### src/rtl/mul_pkg.sv
// mul_pkg: shared FSM encoding and default operand width for the shift-add multiplier
package mul_pkg;
    localparam int DEFAULT_WIDTH = 64;
    typedef enum logic [1:0] {
        IDLE = 2'd0,
        CALC = 2'd1,
        FIX  = 2'd2,
        DONE = 2'd3
    } state_t;
endpackage

### src/rtl/mul_shift_add_if.sv
// mul_shift_add_if: request/response handshake bundle for the shift-add multiplier
interface mul_shift_add_if import mul_pkg::*; #(parameter int WIDTH = DEFAULT_WIDTH);
    logic flush, in_valid, in_ready, a_signed, b_signed, out_valid, out_ready;
    logic [WIDTH-1:0] a, b;
    logic [2*WIDTH-1:0] product;
    modport master (
        output flush, in_valid, a, b, a_signed, b_signed, out_ready,
        input in_ready, out_valid, product
    );
    modport slave (
        input flush, in_valid, a, b, a_signed, b_signed, out_ready,
        output in_ready, out_valid, product
    );
endinterface

### src/rtl/mul_step.sv
// mul_step: one radix-2 shift-add step; accumulator bit 0 is dropped by the shift so it is not an input
module mul_step import mul_pkg::*; #(parameter int WIDTH = DEFAULT_WIDTH) (
    input  logic [2*WIDTH-1:1] acc,
    input  logic [WIDTH-1:0]   mcand,
    input  logic               add,
    output logic [2*WIDTH-1:0] acc_next
);
    logic [WIDTH:0] sum;
    always_comb begin
        sum = {1'b0, acc[2*WIDTH-1:WIDTH]} + {1'b0, add ? mcand : {WIDTH{1'b0}}};
        acc_next = {sum, acc[WIDTH-1:1]};
    end
endmodule

### src/rtl/mul_shift_add.sv
// mul_shift_add: sequential sign-magnitude shift-add multiplier with valid/ready handshake
module mul_shift_add import mul_pkg::*; #(parameter int WIDTH = DEFAULT_WIDTH) (
    input logic clk,
    input logic rst,
    mul_shift_add_if.slave bus
);
    localparam int CW = $clog2(WIDTH) + 1;
    state_t state;
    logic [CW-1:0] cnt;
    logic [2*WIDTH-1:0] acc, acc_next;
    logic [WIDTH-1:0] mcand, mplier;
    logic sign, a_neg, b_neg;
    assign a_neg = bus.a_signed & bus.a[WIDTH-1];
    assign b_neg = bus.b_signed & bus.b[WIDTH-1];
    mul_step #(.WIDTH(WIDTH)) step (
        .acc(acc[2*WIDTH-1:1]),
        .mcand(mcand),
        .add(mplier[0]),
        .acc_next(acc_next)
    );
    // Negating the most-negative value yields 2^(WIDTH-1), which fits as an unsigned magnitude
    always_ff @(posedge clk) begin
        if (rst) begin
            state <= IDLE;
            cnt <= '0;
            acc <= '0;
            mcand <= '0;
            mplier <= '0;
            sign <= 1'b0;
            bus.product <= '0;
            bus.in_ready <= 1'b1;
            bus.out_valid <= 1'b0;
        end else if (bus.flush) begin
            state <= IDLE;
            cnt <= '0;
            acc <= '0;
            bus.in_ready <= 1'b1;
            bus.out_valid <= 1'b0;
        end else begin
            case (state)
                IDLE: if (bus.in_valid) begin
                    mcand <= a_neg ? -bus.a : bus.a;
                    mplier <= b_neg ? -bus.b : bus.b;
                    sign <= a_neg ^ b_neg;
                    acc <= '0;
                    cnt <= '0;
                    bus.in_ready <= 1'b0;
                    state <= CALC;
                end
                CALC: begin
                    acc <= acc_next;
                    mplier <= mplier >> 1;
                    cnt <= cnt + 1'b1;
                    if (cnt == CW'(WIDTH - 1)) state <= FIX;
                end
                FIX: begin
                    bus.product <= sign ? -acc : acc;
                    bus.out_valid <= 1'b1;
                    state <= DONE;
                end
                DONE: if (bus.out_ready) begin
                    bus.out_valid <= 1'b0;
                    bus.in_ready <= 1'b1;
                    state <= IDLE;
                end
                default: state <= IDLE;
            endcase
        end
    end
endmodule
### src/flat_wrapper.sv
// flat-port wrapper written by rule: the top's interface ports become plain ports
module mul_shift_add_flat import mul_pkg::*;
#(parameter int WIDTH = DEFAULT_WIDTH)
  (clk, rst, bus_flush, bus_in_valid, bus_a, bus_b, bus_a_signed, bus_b_signed, bus_out_ready, bus_in_ready, bus_out_valid, bus_product);
  mul_shift_add_if #(.WIDTH(WIDTH)) bus_i ();
  input logic clk;
  input logic rst;
  input wire logic [$bits(bus_i.flush)-1:0] bus_flush;
  input wire logic [$bits(bus_i.in_valid)-1:0] bus_in_valid;
  input wire logic [$bits(bus_i.a)-1:0] bus_a;
  input wire logic [$bits(bus_i.b)-1:0] bus_b;
  input wire logic [$bits(bus_i.a_signed)-1:0] bus_a_signed;
  input wire logic [$bits(bus_i.b_signed)-1:0] bus_b_signed;
  input wire logic [$bits(bus_i.out_ready)-1:0] bus_out_ready;
  output wire logic [$bits(bus_i.in_ready)-1:0] bus_in_ready;
  output wire logic [$bits(bus_i.out_valid)-1:0] bus_out_valid;
  output wire logic [$bits(bus_i.product)-1:0] bus_product;
  assign bus_i.flush = bus_flush;
  assign bus_i.in_valid = bus_in_valid;
  assign bus_i.a = bus_a;
  assign bus_i.b = bus_b;
  assign bus_i.a_signed = bus_a_signed;
  assign bus_i.b_signed = bus_b_signed;
  assign bus_i.out_ready = bus_out_ready;
  assign bus_in_ready = bus_i.in_ready;
  assign bus_out_valid = bus_i.out_valid;
  assign bus_product = bus_i.product;
  mul_shift_add #(.WIDTH(WIDTH)) u_core (.clk(clk), .rst(rst), .bus(bus_i));
endmodule
### config.mk
export PLATFORM = sky130hd
export DESIGN_NAME = mul_shift_add_flat
export DESIGN_NICKNAME = d
export VERILOG_FILES = /design/src/rtl/mul_pkg.sv /design/src/rtl/mul_shift_add_if.sv /design/src/rtl/mul_step.sv /design/src/rtl/mul_shift_add.sv /design/src/flat_wrapper.sv
export SDC_FILE = /design/constraint.sdc
export NUM_CORES = 1
export LEC_CHECK = 0
export CAP_MARGIN = 10
export CELL_PAD_IN_SITES_DETAIL_PLACEMENT = 0
export CELL_PAD_IN_SITES_GLOBAL_PLACEMENT = 1
export CORE_ASPECT_RATIO = 1.5
export CORE_UTILIZATION = 42
export DETAILED_ROUTE_END_ITERATION = 8
export PLACE_DENSITY = 0.84
export SLEW_MARGIN = 30
export SYNTH_ARGS = -nofsm -noshare
export SYNTH_HDL_FRONTEND = slang
export SYNTH_SLANG_ARGS = --single-unit
### constraint.sdc
create_clock -name clk -period 5.4 [get_ports clk]
set_input_delay 1.08 -clock clk [delete_from_list [all_inputs] [get_ports clk]]
set_output_delay 1.08 -clock clk [all_outputs]
set_load 0.02 [all_outputs]
# Yosys cells after proc, flatten, opt, wreduce, memory -nomap -nowiden
# Index checks and enable logic that the tools add are counted.
# word_totals
ff_bits	396
in_bits	135
# classes
addsub	5
n_eq_ne	7
mux	19
bitwise_logic	4
reduce_logical	12
# op_table
op	count
$mux W128	2
$mux W64	4
$pmux W128 S2	1
$neg A128 Y128	1
$neg A64 Y64	2
$pmux W64 S2	1
$add A64 B64 Y65	1
$pmux W7 S2	1
$reduce_and A3 Y1	4
$pmux W2 S4	1
$add A7 B1 Y7 const B	1
$eq A7 B6 Y1 const B	1
$mux W7	1
$mux W2	3
$reduce_and A2 Y1	3
$reduce_bool A2 Y1	3
$eq A2 B2 Y1 const B	2
$ne A2 B2 Y1 const B	2
$pmux W1 S2	2
$mux W1	3
$and A1 B1 Y1	2
$eq A2 B1 Y1 const B	1
$logic_not A2 Y1	1
$ne A2 B1 Y1 const B	1
other kinds (3)	3

# Logic depth before layout (Yosys ltp)
# logic_depth
word_depth	4
ltp_mapped	16
ltp_nobuf	14

# Modules after synthesis
# A second synthesis with hierarchy kept.
# hier_totals
cells_unflattened	3168
area_unflattened_um2	24841.3
# modules_own_cells
mod	n_inst	cells_each	area_per_inst_um2	seq_area_each_um2
mul_shift_add	1	2478	20093.0	7927.6
mul_step	1	690	4748.3	0.0

# Least setup slack after synthesis
# OpenSTA, ideal clock, no wires.
# synth_timing
kind	in2reg
startpoint	input port bus_b[30]
endpoint	register u_core.mplier[60]
setup_time_ps	117
arrival_ps	4205
required_ps	5283
slack_ps	1077
path_stages	11
path_buffers	1
cell_sequence	or4_1 or4_1 or4_1 nand2b_1 or3_1 or2_1 clkbuf_1 nor2_1 mux2i_1 nand2_1 a32o_1
# synth_via
elab_chain_cells	4
# synth_lines
item	line_no	source
from (decl)	flat_wrapper.sv:11	input wire logic [$bits(bus_i.b)-1:0] bus_b;
$neg A64 Y64	mul_shift_add.sv:43	mplier <= b_neg ? -bus.b : bus.b;
$mux W64	mul_shift_add.sv:43	
$mux W64	mul_shift_add.sv:41	IDLE: if (bus.in_valid) begin
$pmux W64 S2	mul_shift_add.sv:40	case (state)
to (signal assigned)	mul_shift_add.sv:43	
to (signal assigned)	mul_shift_add.sv:52	mplier <= mplier >> 1;
to (decl)	mul_shift_add.sv:11	logic [WIDTH-1:0] mcand, mplier;
# No other way between the ends. The select of a mux whose other input is x is not followed.
# A chain may end at the register's enable or synchronous reset.

# Worst setup path after layout
# layout_timing
startpoint	input port bus_a[18]
endpoint	register u_core.mcand[59]
# layout_via
elab_chain_cells	2
# layout_lines
item	line_no	source
from (decl)	flat_wrapper.sv:10	input wire logic [$bits(bus_i.a)-1:0] bus_a;
$neg A64 Y64	mul_shift_add.sv:42	mcand <= a_neg ? -bus.a : bus.a;
$mux W64	mul_shift_add.sv:42	
to (signal assigned)	mul_shift_add.sv:42	
to (decl)	mul_shift_add.sv:11	
# No other way between the ends.

==> Flow_metrics.wiki <==
{| class="wikitable"
! Metric !! Value
|-
| Post-Route Skew || roughly 0.021 ns
|-
| Global-route wire length before repair || between 100000 and 150000 um
|-
| Seq cells post-synth || 396
|-
| Status || finished, final reports clean
|-
| CTS H-tree depth || 2
|-
| Post-layout util || 51.34%
|-
| Critical path class || in -> reg
|-
| CTS hold repair buffers || 0
|-
| Post-detailed-routing wire length || 74530 um
|-
| Area of the die || about 57000 um2
|-
| Clock tree from TritonCTS || built
|-
| Via count || 22462
|-
| Number of global-route vias before repair || 21480
|-
| Flip-flop cell with the highest count after synthesis || sky130_fd_sc_hd__dfxtp_1
|-
| Worst R2R End || u_core.acc[117]$_SDFFE_PP0P_
|-
| Post-DP HPWL || 56370 um
|-
| Standby leakage power || 10.45 nW
|-
| Port bufs || between 200 and 300
|-
| Tightest Pin Transition || 0.9540 ns
|-
| Master cell of the clock root buffer || sky130_fd_sc_hd__clkbuf_16
|-
| Power share of the sequential group || 43.7%
|-
| Residual DRC || 0
|-
| Post-Syn Area per Cell || slightly below 8 um2
|-
| Share of post-route cells with drive strength above 1 || 5.245%
|-
| Wire per inst || 19.12 um
|-
| Worst hold-check slack || approximately 0.45 ns
|-
| Worst-case reg-to-reg path depth || 15
|-
| Antenna violations before repair || 0
|-
| Combinational cell fraction of total power || 10.2%
|-
| Setup tns final || 0 ns
|-
| Startpoint of the worst setup timing path || bus_a[18]
|-
| Minimum clock period after layout || approximately 4.6 ns
|-
| Maximum number of pins on one net before global-route repair || ~110
|-
| Post-Layout Inst Area || 28130 um2
|-
| Cell area after synthesis || between 20000 and 25000 um2
|-
| Synthesis warning total || 0
|-
| Final max-slew violation count || 0
|-
| Crit path launch type || primary input
|-
| Worst Hold Class || reg -> reg
|-
| Hold Path Sink || u_core.mcand[54]$_SDFFE_PP0P_
|-
| Global placer's final weighted congestion || just under 1
|-
| Worst path required time || slightly below 6 ns
|-
| Portion of the post-synthesis area used by sequential elements || roughly 34%
|-
| Clock share of power || roughly 46%
|-
| Slowest cell on crit path || sky130_fd_sc_hd__nor4_1
|-
| Number of resized instances in the post-cts repair step || 0
|-
| Cell count of the worst hold path || 2
|-
| Ys async rst share || 0%
|-
| Fraction of power spent switching nets || 24.72%
|-
| Cell types with the largest area share after synthesis || sky130_fd_sc_hd__dfxtp_1, sky130_fd_sc_hd__xor2_1, sky130_fd_sc_hd__nand2_1
|-
| Number of buffers added by the clock tree synthesis step || 42
|-
| Global route total overflow || 0
|-
| Count of different cell masters after synthesis || between 70 and 80
|-
| Area of the core region || 54780 um2
|-
| Net count after synthesis || 3212
|-
| Number of placement rows || between 100 and 150
|-
| Delay contributed by the slowest stage of the critical path || 0.72 ns
|-
| Power per standard cell area || 247.7 nW/um2
|-
| Pre-antenna DRT Iters || 7
|-
| Smallest setup slack after layout || about 0.76 ns
|-
| Switching power || about 1.7 mW
|-
| Area after detailed placement || between 20000 and 30000 um2
|-
| Clock transition at path regs || 0.06 ns
|-
| Final setup viols || 0
|-
| Filler Cell Count || 5294
|-
| Die Ht || roughly 290 um
|-
| Clock sinks || between 300 and 400
|-
| Number of enable flip-flop cells after synthesis || 0
|-
| CP cell instances || clkdlybuf4s50_1 > nor4_1 > nand4_1 > nor4_1 > nand2_1 > or4_1 > or2_2 > or3_1 > nand2_1 > xor2_1 > a211oi_1
|-
| Proportion of netlist area held by the largest area contributor || 33.94%
|-
| Cell type contributing the most total cell area after synthesis || sky130_fd_sc_hd__dfxtp_1
|-
| Min-Delay Startpoint || u_core.mcand[54]$_SDFFE_PP0P_
|-
| Internal portion of total power || approximately 5.2 mW
|-
| Insertion delay to the later sink of the worst-skew pair || 0.56 ns
|-
| Total count of hold-check failures in the final report || 0
|-
| Post-Syn Instances || 3004
|-
| Post-CTS setup repair buffer count || 0
|-
| RSZ-0062 raised after global routing || no
|-
| Antenna Nets Post-Route || 0
|-
| R2R Path Start || u_core.mplier[0]$_SDFFE_PP0P_
|-
| Number of buffers on the longest clock path || 3
|-
| Top achievable clock speed || about 220 MHz
|-
| Crit path max fanout || 7
|-
| 1st-iter DRT viols || approximately 1400
|-
| Period Utilization, post-route || between 80 and 90%
|-
| Max transition margin || 35.73%
|-
| Setup Slack @ Placement || 0.3029 ns
|-
| Initial core utilization || 42.64%
|-
| Vias per cell || 5.762
|-
| Count of max-cap constraint violations || 0
|-
| GRT Resource Usage Total || 25.74%
|-
| Type of destination of the critical path || flip-flop
|-
| Width of the die || ~200 um
|-
| Layout area overhead || 20.42%
|-
| Arrival time of the worst setup path || 5.03 ns
|-
| Antenna diode count || 0
|-
| Worst vdd ir || 197.8 uV
|-
| Post-layout nets || approximately 3400
|-
| Reg2reg setup slack || 1.02 ns
|-
| I/O Pins || 265
|}
## worst max-delay path by stage
stage / cells after the start / end
finish: 11 / u_core.mcand[59]$_SDFFE_PP0P_
global route: 11 / u_core.mcand[63]$_SDFFE_PP0P_
CTS: 11 / u_core.mcand[59]$_SDFFE_PP0P_
detailed placement: 11 / u_core.mcand[59]$_SDFFE_PP0P_
global placement: 11 / u_core.mcand[59]$_SDFFE_PP0P_
floorplan: 11 / u_core.mplier[60]$_SDFFE_PP0P_
## per-layer routing
layer	global-route usage (%)	share of wire [%]	vias to the layer above
met5	0	0	-
met2	44.75	48	663
met4	9.137	3.2	0
li1	-	-	11181
met1	32.85	44	10496
met3	2.530	4.7	122
## power groups by stage
stage | clock, mW | combinational (mW) | sequential (mW)
2_1_floorplan | 0 | 0.427 | 3.10
5_1_grt | 3.40 | 0.784 | 3.05
6_report | 3.21 | 0.712 | 3.05
3_5_place_dp | 0 | 0.712 | 3.11
3_3_place_gp | 0 | 0.699 | 3.11
4_1_cts | 3.28 | 0.714 | 3.05
## critical path, delay by kind of cell
family	cells	cell delay, ns
AOI/OAI and AO/OA	1	0.09
and+or+nand+nor	8	3.23
xor gates and xnor gates	1	0.16
buffers and inverters	1	0.47
## cell usage after synthesis, types with 25 or more instances
cell type,instances
sky130_fd_sc_hd__ha_1,72
sky130_fd_sc_hd__dfxtp_1,396
sky130_fd_sc_hd__clkbuf_1,173
sky130_fd_sc_hd__or4_1,40
sky130_fd_sc_hd__o211ai_1,28
sky130_fd_sc_hd__a22o_1,25
sky130_fd_sc_hd__nand2_1,357
sky130_fd_sc_hd__nor4_1,33
sky130_fd_sc_hd__xor2_1,162
sky130_fd_sc_hd__a21o_1,28
sky130_fd_sc_hd__nand3_1,36
sky130_fd_sc_hd__nor3_1,74
sky130_fd_sc_hd__nand4_1,33
sky130_fd_sc_hd__o31ai_1,57
sky130_fd_sc_hd__nor2_1,324
sky130_fd_sc_hd__xnor2_1,128
sky130_fd_sc_hd__a22oi_1,87
sky130_fd_sc_hd__o21ai_0,240
sky130_fd_sc_hd__a31oi_1,33
sky130_fd_sc_hd__and2_1,75
sky130_fd_sc_hd__or3_1,58
sky130_fd_sc_hd__inv_1,31
sky130_fd_sc_hd__a21oi_1,186
sky130_fd_sc_hd__a211oi_1,101
## metrics by stage
stage                     total power, mW  cells
after floorplan                     3.524   3004
after global placement              3.807   3821
after detailed placement            3.824   3822
after CTS                           7.045   3898
after global routing                7.236   3898
final                               6.968   3898
## layout make-up
cell class | instances | area, um2 | area share, %
multi-input combinational | 2385 | 14630 | 52.02
tap | 695 | 869.6 | 3.092
timing repair buffer | 313 | 3044 | 10.82
clock buffer | 57 | 1177 | 4.186
sequential | 396 | 7931 | 28.20
inverter | 33 | 123.9 | 0.4404
clock inverter | 19 | 347.8 | 1.237
## layout by cell type, fill, tap and decap left out, types with 71 or more instances in the layout
master                            instances
sky130_fd_sc_hd__a21oi_1                186
sky130_fd_sc_hd__xnor2_1                128
sky130_fd_sc_hd__clkdlybuf4s50_1        263
sky130_fd_sc_hd__dfxtp_1                395
sky130_fd_sc_hd__nor2_1                 318
sky130_fd_sc_hd__and2_1                  73
sky130_fd_sc_hd__a211oi_1               101
sky130_fd_sc_hd__o21ai_0                240
sky130_fd_sc_hd__nor3_1                  74
sky130_fd_sc_hd__a22oi_1                 87
sky130_fd_sc_hd__ha_1                    71
sky130_fd_sc_hd__nand2_1                357
sky130_fd_sc_hd__xor2_1                 162
## state kept, by name, summed over array words and instances (netlist names)
| register | count |
|---|---|
| u_core.bus.in_ready | 1 |
| u_core.bus.out_valid | 1 |
| u_core.mplier | 64 |
| u_core.cnt | 7 |
| u_core.acc | 128 |
| u_core.sign | 1 |
| u_core.bus.product | 128 |
| u_core.mcand | 64 |
| u_core.state | 2 |
## cell families after synthesis
family / count (synthesis) / synth area share, %
muxes: 5 / 0.2143
xor gates and xnor gates: 290 / 10.87
buffers and inverters: 223 / 3.589
adders and majority gates: 73 / 3.943
AOI/OAI and AO/OA: 889 / 24.51
and+or+nand+nor: 1128 / 22.93
DFF: 396 / 33.94
Note: power is estimated with default switching activity, not from simulation.
